--- src/rtl/irq_priority_ctrl.sv ---
// irq_priority_ctrl: rotating-priority interrupt controller with an in-service
// register, special mask mode, specific/non-specific EOI and spurious detection.
// Optional feature: define IRQ_PRIORITY_CTRL_AEOI_EN for automatic EOI, where the
// in-service bit set by an acknowledge clears in the cycle after ACK.
module irq_priority_ctrl #(
  parameter int unsigned N  = 8,
  parameter int unsigned CW = 3
) (
  input  logic          clk,
  input  logic          rst_n,
  input  logic [N-1:0]  request,
  input  logic [N-1:0]  mask,
  input  logic          sm,
  input  logic          rot_en,
  input  logic          eoi_ns,
  input  logic          eoi_sp,
  input  logic [CW-1:0] eoi_lvl,
  input  logic          set_pri,
  input  logic [CW-1:0] pri_lvl,
  input  logic          inta,
  output logic          intr,
  output logic [CW-1:0] code,
  output logic          code_vld,
  output logic          spurious,
  output logic [N-1:0]  isr
);

  typedef enum logic [1:0] {
    ST_IDLE = 2'd0,
    ST_PEND = 2'd1,
    ST_ACK  = 2'd2
  } state_e;

  state_e        state_q, state_d;
  logic [CW-1:0] lp_q, lp_d;
  logic [N-1:0]  isr_q, isr_d;
  logic [CW-1:0] code_q, code_d;
  logic          intr_q, intr_d;
  logic          code_vld_q, code_vld_d;
  logic          spurious_q, spurious_d;

  logic [N-1:0]  nmr_c;
  logic          win_vld_c;
  logic [CW-1:0] win_ch_c;
  logic [CW-1:0] win_rank_c;
  logic          his_vld_c;
  logic [CW-1:0] his_ch_c;
  logic [CW-1:0] his_rank_c;
  logic          eligible_c;
  logic          eoi_sp_ok_c;
  logic          pri_ok_c;
  logic [N-1:0]  set_c;
  logic [N-1:0]  clr_c;
  logic          rot_vld_c;
  logic [CW-1:0] rot_ch_c;

  // Channel holding rank r when lp_v is the lowest-priority channel.
  function automatic logic [CW-1:0] rank_to_ch(input logic [CW-1:0] lp_v,
                                                input int unsigned r);
    int unsigned t;
    t = 32'(lp_v) + 32'd1 + r;
    if (t >= N) t = t - N;
    return CW'(t);
  endfunction

  assign nmr_c       = request & ~mask;
  assign eoi_sp_ok_c = eoi_sp && (32'(eoi_lvl) < N);
  assign pri_ok_c    = set_pri && (32'(pri_lvl) < N);

  // Scan ranks from highest priority down to find the winner and top in-service channel.
  always_comb begin
    win_vld_c  = 1'b0;
    win_ch_c   = '0;
    win_rank_c = '0;
    his_vld_c  = 1'b0;
    his_ch_c   = '0;
    his_rank_c = '0;
    for (int unsigned r = 0; r < N; r++) begin
      if (!win_vld_c && nmr_c[rank_to_ch(lp_q, r)]) begin
        win_vld_c  = 1'b1;
        win_ch_c   = rank_to_ch(lp_q, r);
        win_rank_c = CW'(r);
      end
      if (!his_vld_c && isr_q[rank_to_ch(lp_q, r)]) begin
        his_vld_c  = 1'b1;
        his_ch_c   = rank_to_ch(lp_q, r);
        his_rank_c = CW'(r);
      end
    end
  end

  // Winner may interrupt if special mask is on, or it outranks everything in service.
  assign eligible_c = win_vld_c && (sm || !his_vld_c || (win_rank_c < his_rank_c));

  // State register.
  always_ff @(posedge clk) begin
    if (!rst_n) state_q <= ST_IDLE;
    else        state_q <= state_d;
  end

  // Next-state logic.
  always_comb begin
    state_d = state_q;
    case (state_q)
      ST_IDLE: if (eligible_c) state_d = ST_PEND;
      ST_PEND: if (inta) state_d = ST_ACK;
      ST_ACK:  state_d = ST_IDLE;
      default: state_d = ST_IDLE;
    endcase
  end

  // Output and datapath next values: acknowledge capture, EOI clears, priority rotation.
  always_comb begin
    intr_d     = (state_d == ST_PEND);
    code_vld_d = 1'b0;
    spurious_d = 1'b0;
    code_d     = code_q;
    set_c      = '0;
    clr_c      = '0;
    rot_vld_c  = 1'b0;
    rot_ch_c   = '0;
    lp_d       = lp_q;

    if (state_q == ST_PEND && inta) begin
      code_vld_d = 1'b1;
      if (eligible_c) begin
        code_d = win_ch_c;
        set_c  = N'(1) << win_ch_c;
      end else begin
        code_d     = CW'(N - 1);
        spurious_d = 1'b1;
      end
    end

`ifdef IRQ_PRIORITY_CTRL_AEOI_EN
    if (state_q == ST_ACK && !spurious_q && isr_q[code_q]) begin
      clr_c     = clr_c | (N'(1) << code_q);
      rot_vld_c = 1'b1;
      rot_ch_c  = code_q;
    end
`endif

    // A specific EOI suppresses a simultaneous non-specific one.
    if (eoi_sp_ok_c) begin
      if (isr_q[eoi_lvl]) begin
        clr_c     = clr_c | (N'(1) << eoi_lvl);
        rot_vld_c = 1'b1;
        rot_ch_c  = eoi_lvl;
      end
    end else if (eoi_ns && his_vld_c) begin
      clr_c     = clr_c | (N'(1) << his_ch_c);
      rot_vld_c = 1'b1;
      rot_ch_c  = his_ch_c;
    end

    // A new acknowledge wins over a clear of the same bit.
    isr_d = (isr_q & ~clr_c) | set_c;

    // Explicit priority load overrides EOI rotation.
    if (rot_en && rot_vld_c) lp_d = rot_ch_c;
    if (pri_ok_c) lp_d = pri_lvl;
  end

  // Datapath and output registers.
  always_ff @(posedge clk) begin
    if (!rst_n) begin
      lp_q       <= CW'(N - 1);
      isr_q      <= '0;
      code_q     <= '0;
      intr_q     <= 1'b0;
      code_vld_q <= 1'b0;
      spurious_q <= 1'b0;
    end else begin
      lp_q       <= lp_d;
      isr_q      <= isr_d;
      code_q     <= code_d;
      intr_q     <= intr_d;
      code_vld_q <= code_vld_d;
      spurious_q <= spurious_d;
    end
  end

  assign intr     = intr_q;
  assign code     = code_q;
  assign code_vld = code_vld_q;
  assign spurious = spurious_q;
  assign isr      = isr_q;

endmodule

--- config.mk ---
export PLATFORM = sky130hd
export DESIGN_NAME = irq_priority_ctrl
export DESIGN_NICKNAME = d
export VERILOG_FILES = /design/src/rtl/irq_priority_ctrl.sv
export SDC_FILE = /design/constraint.sdc
export NUM_CORES = 1
export LEC_CHECK = 0
export BUFFER_PORTS_ARGS = -buffer_cell sky130_fd_sc_hd__buf_2
export CORE_ASPECT_RATIO = 1.25
export CORE_UTILIZATION = 55
export CTS_CLUSTER_SIZE = 10
export DETAILED_ROUTE_END_ITERATION = 7
export PLACE_DENSITY = 0.89
export SLEW_MARGIN = 10
export SYNTH_ARGS = -nofsm -noshare
export SYNTH_HDL_FRONTEND = slang
export SYNTH_SLANG_ARGS = --single-unit
--- constraint.sdc ---
create_clock -name clk -period 5.6 [get_ports clk]
set_input_delay 0.28 -clock clk [delete_from_list [all_inputs] [get_ports clk]]
set_output_delay 0.28 -clock clk [all_outputs]
set_load 0.01 [all_outputs]
Yosys cells after proc, flatten, opt, wreduce, memory -nomap -nowiden
Index checks and enable logic that the tools add are counted.
{ "totals": {"reg_bits": 19, "word_cells": 196, "input_bits": 30, "output_inout_bits": 14} }
{ "classes": {"mux": 107, "n_addsub": 16, "bitwise": 5, "magnitude_cmp": 18, "shift": 3, "n_reduce_logical": 38, "eq_ne": 2} }
{ "ops": {"columns": ["operator", "n"], "rows": [
  ["3-bit two-way mux", 42],
  ["1-bit binary-select mux with 3-bit select", 17],
  ["1-bit two-way mux", 40],
  ["8-bit two-way mux", 5],
  ["3-bit by 4-bit < comparator with 1-bit output (second input constant)", 9],
  ["5-bit by 4-bit >= comparator with 1-bit output (second input constant)", 7],
  ["1-bit by 3-bit << shifter with 8-bit output (first input constant)", 3],
  ["3-bit by 1-bit subtractor with 3-bit output (second input constant)", 8],
  ["4-bit by 3-bit adder with 5-bit output (second input constant)", 4],
  ["1-bit logical AND", 18],
  ["8-bit AND", 2],
  ["8-bit NOT", 2],
  ["1-bit zero test", 15],
  ["4-bit by 2-bit adder with 5-bit output (second input constant)", 2],
  ["8-bit OR", 1],
  ["4-bit by 1-bit adder with 5-bit output (second input constant)", 1],
  ["3-bit by 1-bit adder with 4-bit output (second input constant)", 1],
  ["2-bit by 1-bit equality test with 1-bit output (second input constant)", 2],
  ["4-bit >= comparator (second input constant)", 1],
  ["2-bit two-way mux", 2],
  ["2-bit one-hot mux with 2 select lines", 1],
  ["3-bit < comparator", 1],
  ["2-bit zero test", 1],
  ["1-bit logical OR", 2],
  ["other kinds (2)", 2]
]} }

Logic depth before layout (Yosys ltp)
Gate-level depths: netlist (run 1).
{ "depth": {"word_depth": 34, "ltp_mapped": 19} }

Worst setup path before layout (run 1)
No wires, ideal clock.
{ "synth_path": {"path_type": "register to register", "start": "register lp_q[0]", "end": "register isr_q[0] (netlist: isr[0])", "t_required_ps": 5508, "setup_time_ps": 92, "path_buffers": 5, "t_arrival_ps": 4585, "path_slack_ps": 923, "stages_incl_launch_ff": 19, "path_cell_list": "dfxtp_1 buf_6 buf_6 inv_1 buf_1 ha_1 buf_2 mux4_2 buf_6 or2_0 mux4_2 nor3_2 or2b_1 ha_1 a21oi_1 o31ai_1 o32ai_4 or4b_4 o32ai_1"} }
{ "synth_between": {"elab_chain_cells": 34, "word_cells_on_any_way": 153} }
{ "synth_lines": {"columns": ["element", "line_no", "text"], "rows": [
  ["start, declared", "35", "logic [CW-1:0] lp_q, lp_d;"],
  ["start signal, assigned", "167", "lp_q <= CW'(N - 1);"],
  ["start signal, assigned", "174", "lp_q <= lp_d;"],
  ["3-bit by 1-bit adder with 4-bit output *", "61", "t = 32'(lp_v) + 32'd1 + r;"],
  ["parallel branches: the longest is 32 deep, another holds 4-bit by 1-bit adder with 5-bit output", null, null],
  ["8-bit OR *", "157", "isr_d = (isr_q & ~clr_c) | set_c;"],
  ["end signal, assigned", "175", "isr_q <= isr_d;"],
  ["end, declared", "36", "logic [N-1:0] isr_q, isr_d;"]
]} }
Mark *: on every way between the ends. The select of a mux whose other input is x is not followed.
A chain may end at the register's enable or synchronous reset.

Final worst setup path (run 1)
Ends and elaborated chain as after synthesis.

==> results of run 1 <==
worst reg2reg max path, cell delays in order, from the launching register on:
cell and delay [ps]:
dfxtp_1 320, buf_4 270, ha_1 410, xnor2_1 900, mux4_2 480, mux2i_1 370, nand2b_1 220, nand3_1 90
a31oi_1 220, ha_1 250, o21ai_0 210, a221oi_2 110, o32ai_4 200, or4b_4 560, o32ai_1 240
flip-flops by register name, summed over array words and instances (netlist names):
name and count:
isr 8, code 3, lp_q 3, state_q 2
code_vld 1, intr 1, spurious 1
stage by stage:
step	hold slack [ps]	instances	cell area, sq um	total power [mW]	worst slack [ps]
5_1_grt	269	445	3290	0.942	297
3_3_place_gp	448	441	3240	0.751	916
6_report	251	445	3290	0.876	670
3_5_place_dp	459	441	3240	0.769	712
4_1_cts	260	445	3290	0.868	703
2_1_floorplan	418	354	3040	0.637	923
synthesized netlist by cell type, drive strengths merged (3+ instances only):
cell / n / area share (%)
ha: 4 / 1.6
o311ai: 9 / 2.6
o211ai: 10 / 2.5
mux2i: 8 / 2.6
nand2b: 14 / 2.9
nor4: 5 / 1.0
nor3: 12 / 2.1
nand3: 6 / 0.99
or2: 6 / 1.2
o32ai: 9 / 3.2
or4bb: 4 / 1.5
nand2: 26 / 3.2
mux4: 24 / 18
and3: 3 / 0.62
nor2: 28 / 3.5
o31ai: 7 / 1.7
o21bai: 4 / 0.99
a31oi: 8 / 1.6
or4b: 3 / 1.1
nor2b: 12 / 2.5
inv: 10 / 1.2
and3b: 3 / 0.87
clkbuf: 9 / 1.1
a211oi: 3 / 0.74
mux2: 14 / 5.2
nor3b: 7 / 1.7
a41oi: 4 / 1.2
a21oi: 15 / 2.5
dfxtp: 19 / 13
buf: 14 / 3.0
o21ai: 18 / 3.0
placed cells by master (no fill, tap or decap), drive strengths merged, types with 3 or more instances in the layout:
cell type   n
buf        48
nor2       28
nand2      26
mux4       24
dfxtp      19
o21ai      18
a21oi      15
nand2b     14
mux2       14
nor2b      12
nor3       12
inv        10
o211ai     10
o311ai      9
o32ai       9
mux2i       8
a31oi       8
o31ai       7
nor3b       7
nand3       6
or2         6
nor4        5
or4bb       4
a41oi       4
o21bai      4
ha          4
and3        3
a211oi      3
and3b       3
clkbuf      3
or4b        3
kinds of logic after synthesis:
family,share of synthesized area [%]
compound gates,25.5
fa+ha+maj,1.65
flops,12.5
buf+inv,5.48
simple gates,25.7
mux,26.0
xor+xnor,3.13
per-layer routing:
metal  vias to the layer above  track usage (%)  share of wire [%]
met5                         -                0                  0
met3                        39             3.76                6.3
met1                      1526             36.9                 39
met2                       157             52.9                 50
met4                         0             15.3                4.7
li1                       1468                -                  -
layout make-up:
type,count,area (sq um)
multi-input cells,301,2490
fillers,455,1900
flip-flops and latches,19,380
repair buffers,48,253
well taps,62,77.6
clock buffers,3,41.3
inverters,11,41.3
clock inverters,1,5.00
power by group:
group / internal (mW) / total (mW) / leakage, nW / switching (mW)
clock: 0.0496 / 0.0992 / 0.0255 / 0.0496
combinational: 0.247 / 0.600 / 1.13 / 0.352
sequential: 0.153 / 0.177 / 0.155 / 0.0240
worst paths after layout:
| path | slack (ps) | end | startpoint |
|---|---|---|---|
| min | 250 | lp_q[2]$_SDFFE_PN1P_ | pri_lvl[2] |
| max reg2reg | 670 | isr[0]$_SDFF_PN0_ | lp_q[0]$_SDFFE_PN1P_ |
| min reg2reg | 470 | intr$_SDFF_PN0_ | state_q[1]$_SDFF_PN0_ |
| max | 670 | isr[0]$_SDFF_PN0_ | lp_q[0]$_SDFFE_PN1P_ |
==> impl_results.md, run 1 <==
- Outcome: finished clean
- Die Wd: 68.5 microns
- Number of synthesized flops with an enable pin: 0
- Crit path DAT: 5100 ps
- CP most frequent cell: ha_1
- Hold-fix buffers, CTS: 0
- Num CTS Buffers: 3
- Clock Path Buffers: 2
- Grt ovf: 0
- H-tree levels: 1
- Initial antenna violation count: 0
- Post-synth net total: 388
- CORE AREA: 5190 sq um
- Clock sink count: 19
- Most used DFF post-synth: dfxtp_1
- DR iter-0 viols: 291
- R2R depth: 14
- Max-cap violation count: 0
- Pin count of the biggest net entering global routing: 43
- P_leak: 1.31 nW
- Peak VDD IR: 248 uV
- Worst-margin pin slew: 1090 ps
- Max transition margin: 26.8%
- Post-CTS resize count: 0
- #FFs+latches synth: 19
- Vias in the first global route: 2941
- Site Rows: 29
- CTS clk-pin slew, worst paths: 80 ps
- Minimum clock period: 4930 ps
- Layout cells sized above 1: 25.6%
- # nets final: 418
- Cell Pwr Density: 266 nW/um^2
- Max incr delay on CP: 900 ps
- Syn Inst Count: 354
- CTS Root Cell: clkbuf_8
- Wire per inst: 19.1 microns
- Pins Over Slew Limit: 0
- Distinct cells, synth: 65
- WP depth: 14
- Final setup viols: 0
- CP Capture Type: flip-flop
- CP cell instances: buf_4 -> ha_1 -> xnor2_1 -> mux4_2 -> mux2i_1 -> nand2b_1 -> nand3_1 -> a31oi_1 -> ha_1 -> o21ai_0 -> a221oi_2 -> o32ai_4 -> or4b_4 -> o32ai_1
- Fin Setup TNS: 0 ps
- Vias: 3190
- Final hold vios: 0
- N_diodes: 0
- Async set-reset flop share out of synthesis: 0%
- # Post-CTS Setup Buffers: 0
- Crit-path slowest cell: xnor2_1
- Global-route wire length before repair: 13.8 mm
- Hold Path Class: input port to flip-flop
- Die Y: 85.1 microns
- TritonCTS clock tree: yes
- Layout area overhead: 8.28%
- Final worst-path cycle share: 88.0%
- Final WL: 8.52 mm
- Sequential area share after synthesis: 12.5%
- Drc violations: 0
- Initial DRT Pass Iterations: 5
- WS Path Type: flip-flop to flip-flop
- Mean Syn Cell Area: 8.58 sq um
- Initial Util: 58.5%
- CP top delay family: compound AO/OA/AOI/OAI gates
- Fmax: 0.203 GHz
- Worst Setup Start Kind: flip-flop
- IO Count: 44
- I/O Buffers: 43
- GRT Total Usage: 30.9%
- Clock Skew: 2.57 ps
- Maximum fanout along the worst path: 42
- Critical Path RT: 5770 ps
- HPWL Detailed: 6.42 mm
- Synth warn: 0
- Finished Core Util: 63.4%
- Unrepaired setup endpoints after global routing: false
- DR vias/cell: 7.17
- Clock latency on the worst-skew pair: 260 ps
- WP buf/inv: 1
- Synth Cell Area: 3040 sq um
- Hold Path Stages: 3
- Die ar.: 5830 sq um
- RePlAce Congestion: 0.951
- Final ANT Viol Nets: 0
Note: power is estimated with default switching activity, not from simulation.
==> run 2, diff against run 1 <==
--- a/config.mk
+++ b/config.mk
@@ -8,6 +8,7 @@
 export BUFFER_PORTS_ARGS = -buffer_cell sky130_fd_sc_hd__buf_2
 export CORE_ASPECT_RATIO = 1.25
 export CORE_UTILIZATION = 55
+export CTS_BUF_LIST = sky130_fd_sc_hd__clkbuf_4
 export CTS_CLUSTER_SIZE = 10
 export DETAILED_ROUTE_END_ITERATION = 7
 export PLACE_DENSITY = 0.89
==> run 2 against run 1 <==
Against the previous run: register-to-register slack got worse by 30 ps; non-clock buffer count unchanged; fmax is 0.60% lower; utilization fell by 0.36 points; total power fell by 2.8%; clock skew fell by 0.95 ps; design area is 0.57% lower; worst setup slack worse by 30 ps; largest cell class unchanged.
==> impl_results.md, run 2 (same netlist as run 1, synthesis figures left out) <==
- Fin Setup TNS: 0 ps (unchanged)
- Pins Over Slew Limit: 0 (unchanged)
- Clock power share: 8.7% (was 11.3%)
- Cell Pwr Density: 260 nW/um^2 (was 266 nW/um^2)
- N_diodes: 0 (unchanged)
- Unrepaired setup endpoints after global routing: false (unchanged)
- Combinational fraction of design power: 70.5% (was 68.5%)
- Initial Util: 58.5% (unchanged)
- DR iter-0 viols: 270 (was 291)
- Most frequent cells in the layout: 43 x buf_2, 28 x nor2_1, 26 x nand2_1 (unchanged)
- Clock Skew: 1.62 ps (was 2.57 ps)
- Die Y: 85.1 microns (unchanged)
- Num CTS Buffers: 3 (unchanged)
- Fmax: 0.202 GHz (was 0.203 GHz)
- Clock Path Buffers: 2 (unchanged)
- Clock latency on the worst-skew pair: 310 ps (was 260 ps)
- Maximum fanout along the worst path: 42 (unchanged)
- Switching power: 0.425 mW (was 0.426 mW)
- WS Path Type: flip-flop to flip-flop (unchanged)
- # nets final: 418 (unchanged)
- CTS clk-pin slew, worst paths: 120 ps (was 80 ps)
- Final WL: 8.48 mm (was 8.52 mm)
- HPWL Detailed: 6.42 mm (unchanged)
- Clock sink count: 19 (unchanged)
- Wire per inst: 19.1 microns (about the same)
- Initial antenna violation count: 0 (unchanged)
- Vias in the first global route: 2923 (was 2941)
- Minimum clock period: 4960 ps (was 4930 ps)
- Max reg flops: 8 (unchanged)
- Post-DP Area: 3240 sq um (unchanged)
- Final instance area: 3270 sq um (was 3290 sq um)
- Crit path DAT: 5190 ps (was 5100 ps)
- I/O Buffers: 43 (unchanged)
- Outcome: finished clean (unchanged)
- Pin count of the biggest net entering global routing: 43 (unchanged)
- Max transition margin: 26.6% (was 26.8%)
- Peak VDD IR: 205 uV (was 248 uV)
- Global-route wire length before repair: 13.7 mm (was 13.8 mm)
- Worst-margin pin slew: 1090 ps (about the same)
- Pint: 0.427 mW (was 0.450 mW)
- DR vias/cell: 7.11 (was 7.17)
- CTS Root Cell: clkbuf_4 (was clkbuf_8)
- Initial DRT Pass Iterations: 5 (unchanged)
- Final worst-path cycle share: 88.6% (was 88.0%)
- Hold-fix buffers, CTS: 0 (unchanged)
- Final setup viols: 0 (unchanged)
- Final ANT Viol Nets: 0 (unchanged)
- Sequential power share: 20.8% (was 20.2%)
- Sw Ratio: 49.9% (was 48.6%)
- Critical Path RT: 5830 ps (was 5770 ps)
- Grt ovf: 0 (unchanged)
- Fill cell count: 460 (was 455)
- H-tree levels: 1 (unchanged)
- CORE AREA: 5190 sq um (unchanged)
- Vias: 3166 (was 3190)
- RePlAce Congestion: 0.951 (unchanged)
- GRT Total Usage: 30.9% (about the same)
- TritonCTS clock tree: yes (unchanged)
- Layout area overhead: 7.66% (was 8.28%)
- Post-CTS resize count: 0 (unchanged)
- Commonest non-fill, non-tap cell in the layout: buf_2 (unchanged)
- Site Rows: 29 (unchanged)
- Worst Setup Start Kind: flip-flop (unchanged)
- IO Count: 44 (unchanged)
- # Post-CTS Setup Buffers: 0 (unchanged)
- Layout cells sized above 1: 25.6% (unchanged)
- CP Capture Type: flip-flop (unchanged)
- P_leak: 1.30 nW (was 1.31 nW)
- Hold Path Class: input port to flip-flop (unchanged)
- Die Wd: 68.5 microns (unchanged)
- Finished Core Util: 63.0% (was 63.4%)
- Drc violations: 0 (unchanged)
- Max-cap violation count: 0 (unchanged)
- Final hold vios: 0 (unchanged)
- Die ar.: 5830 sq um (unchanged)
-- run 2: worst max-delay path, stage by stage (launching register included) --
cell and delay, ps:
dfxtp_1 330, buf_4 280, ha_1 410, xnor2_1 900, mux4_2 480, mux2i_1 390
nand2b_1 220, nand3_1 90, a31oi_1 220, ha_1 250, o21ai_0 210, a221oi_2 110
o32ai_4 200, or4b_4 550, o32ai_1 230
-- run 2: final timing paths --
| kind | start | end | slack (ps) | cells after the start |
|---|---|---|---|---|
| worst max register to register | lp_q[0]$_SDFFE_PN1P_ | isr[0]$_SDFF_PN0_ | 640 | 14 |
| worst max-delay path | lp_q[0]$_SDFFE_PN1P_ | isr[0]$_SDFF_PN0_ | 640 | 14 |
| worst min register to register | state_q[1]$_SDFF_PN0_ | intr$_SDFF_PN0_ | 480 | 1 |
| worst min-delay path | pri_lvl[2] | lp_q[2]$_SDFFE_PN1P_ | 200 | 3 |
-- run 2: per-stage QoR --
step / total power [mW] / cells / worst slack, ps / hold slack (ps)
global route: 0.917 / 445 / 288 / 206
floorplan: 0.637 / 354 / 923 / 418
global placement: 0.751 / 441 / 916 / 448
finish: 0.852 / 445 / 640 / 200
detailed placement: 0.769 / 441 / 712 / 459
CTS: 0.842 / 445 / 691 / 205
-- run 2: final cells by class --
class | count | area, sq um | share of cell area [%]
clock inverters | 1 | 5.00 | 0.153
repair buffers | 48 | 253 | 7.73
flip-flops and latches | 19 | 380 | 11.6
inverters | 11 | 41.3 | 1.26
multi-input cells | 301 | 2490 | 76.2
well taps | 62 | 77.6 | 2.37
clock buffers | 3 | 22.5 | 0.689
-- run 2: routing by layer --
layer | GRT usage [%] | up-vias | wire length [microns]
met1 | 36.9 | 1516 | 3360
li1 | - | 1471 | -
met4 | 15.2 | 0 | 367
met3 | 3.76 | 32 | 525
met2 | 52.7 | 147 | 4230
met5 | 0 | - | 0
-- run 2: power groups by stage --
| stage | Sequential (mW) | Combinational [mW] | Clock, mW |
|---|---|---|---|
| final | 0.177 | 0.601 | 0.0740 |
| after global routing | 0.180 | 0.657 | 0.0803 |
| after detailed placement | 0.179 | 0.590 | 0 |
| after global placement | 0.178 | 0.573 | 0 |
| after CTS | 0.176 | 0.592 | 0.0738 |
| after floorplan | 0.174 | 0.463 | 0 |
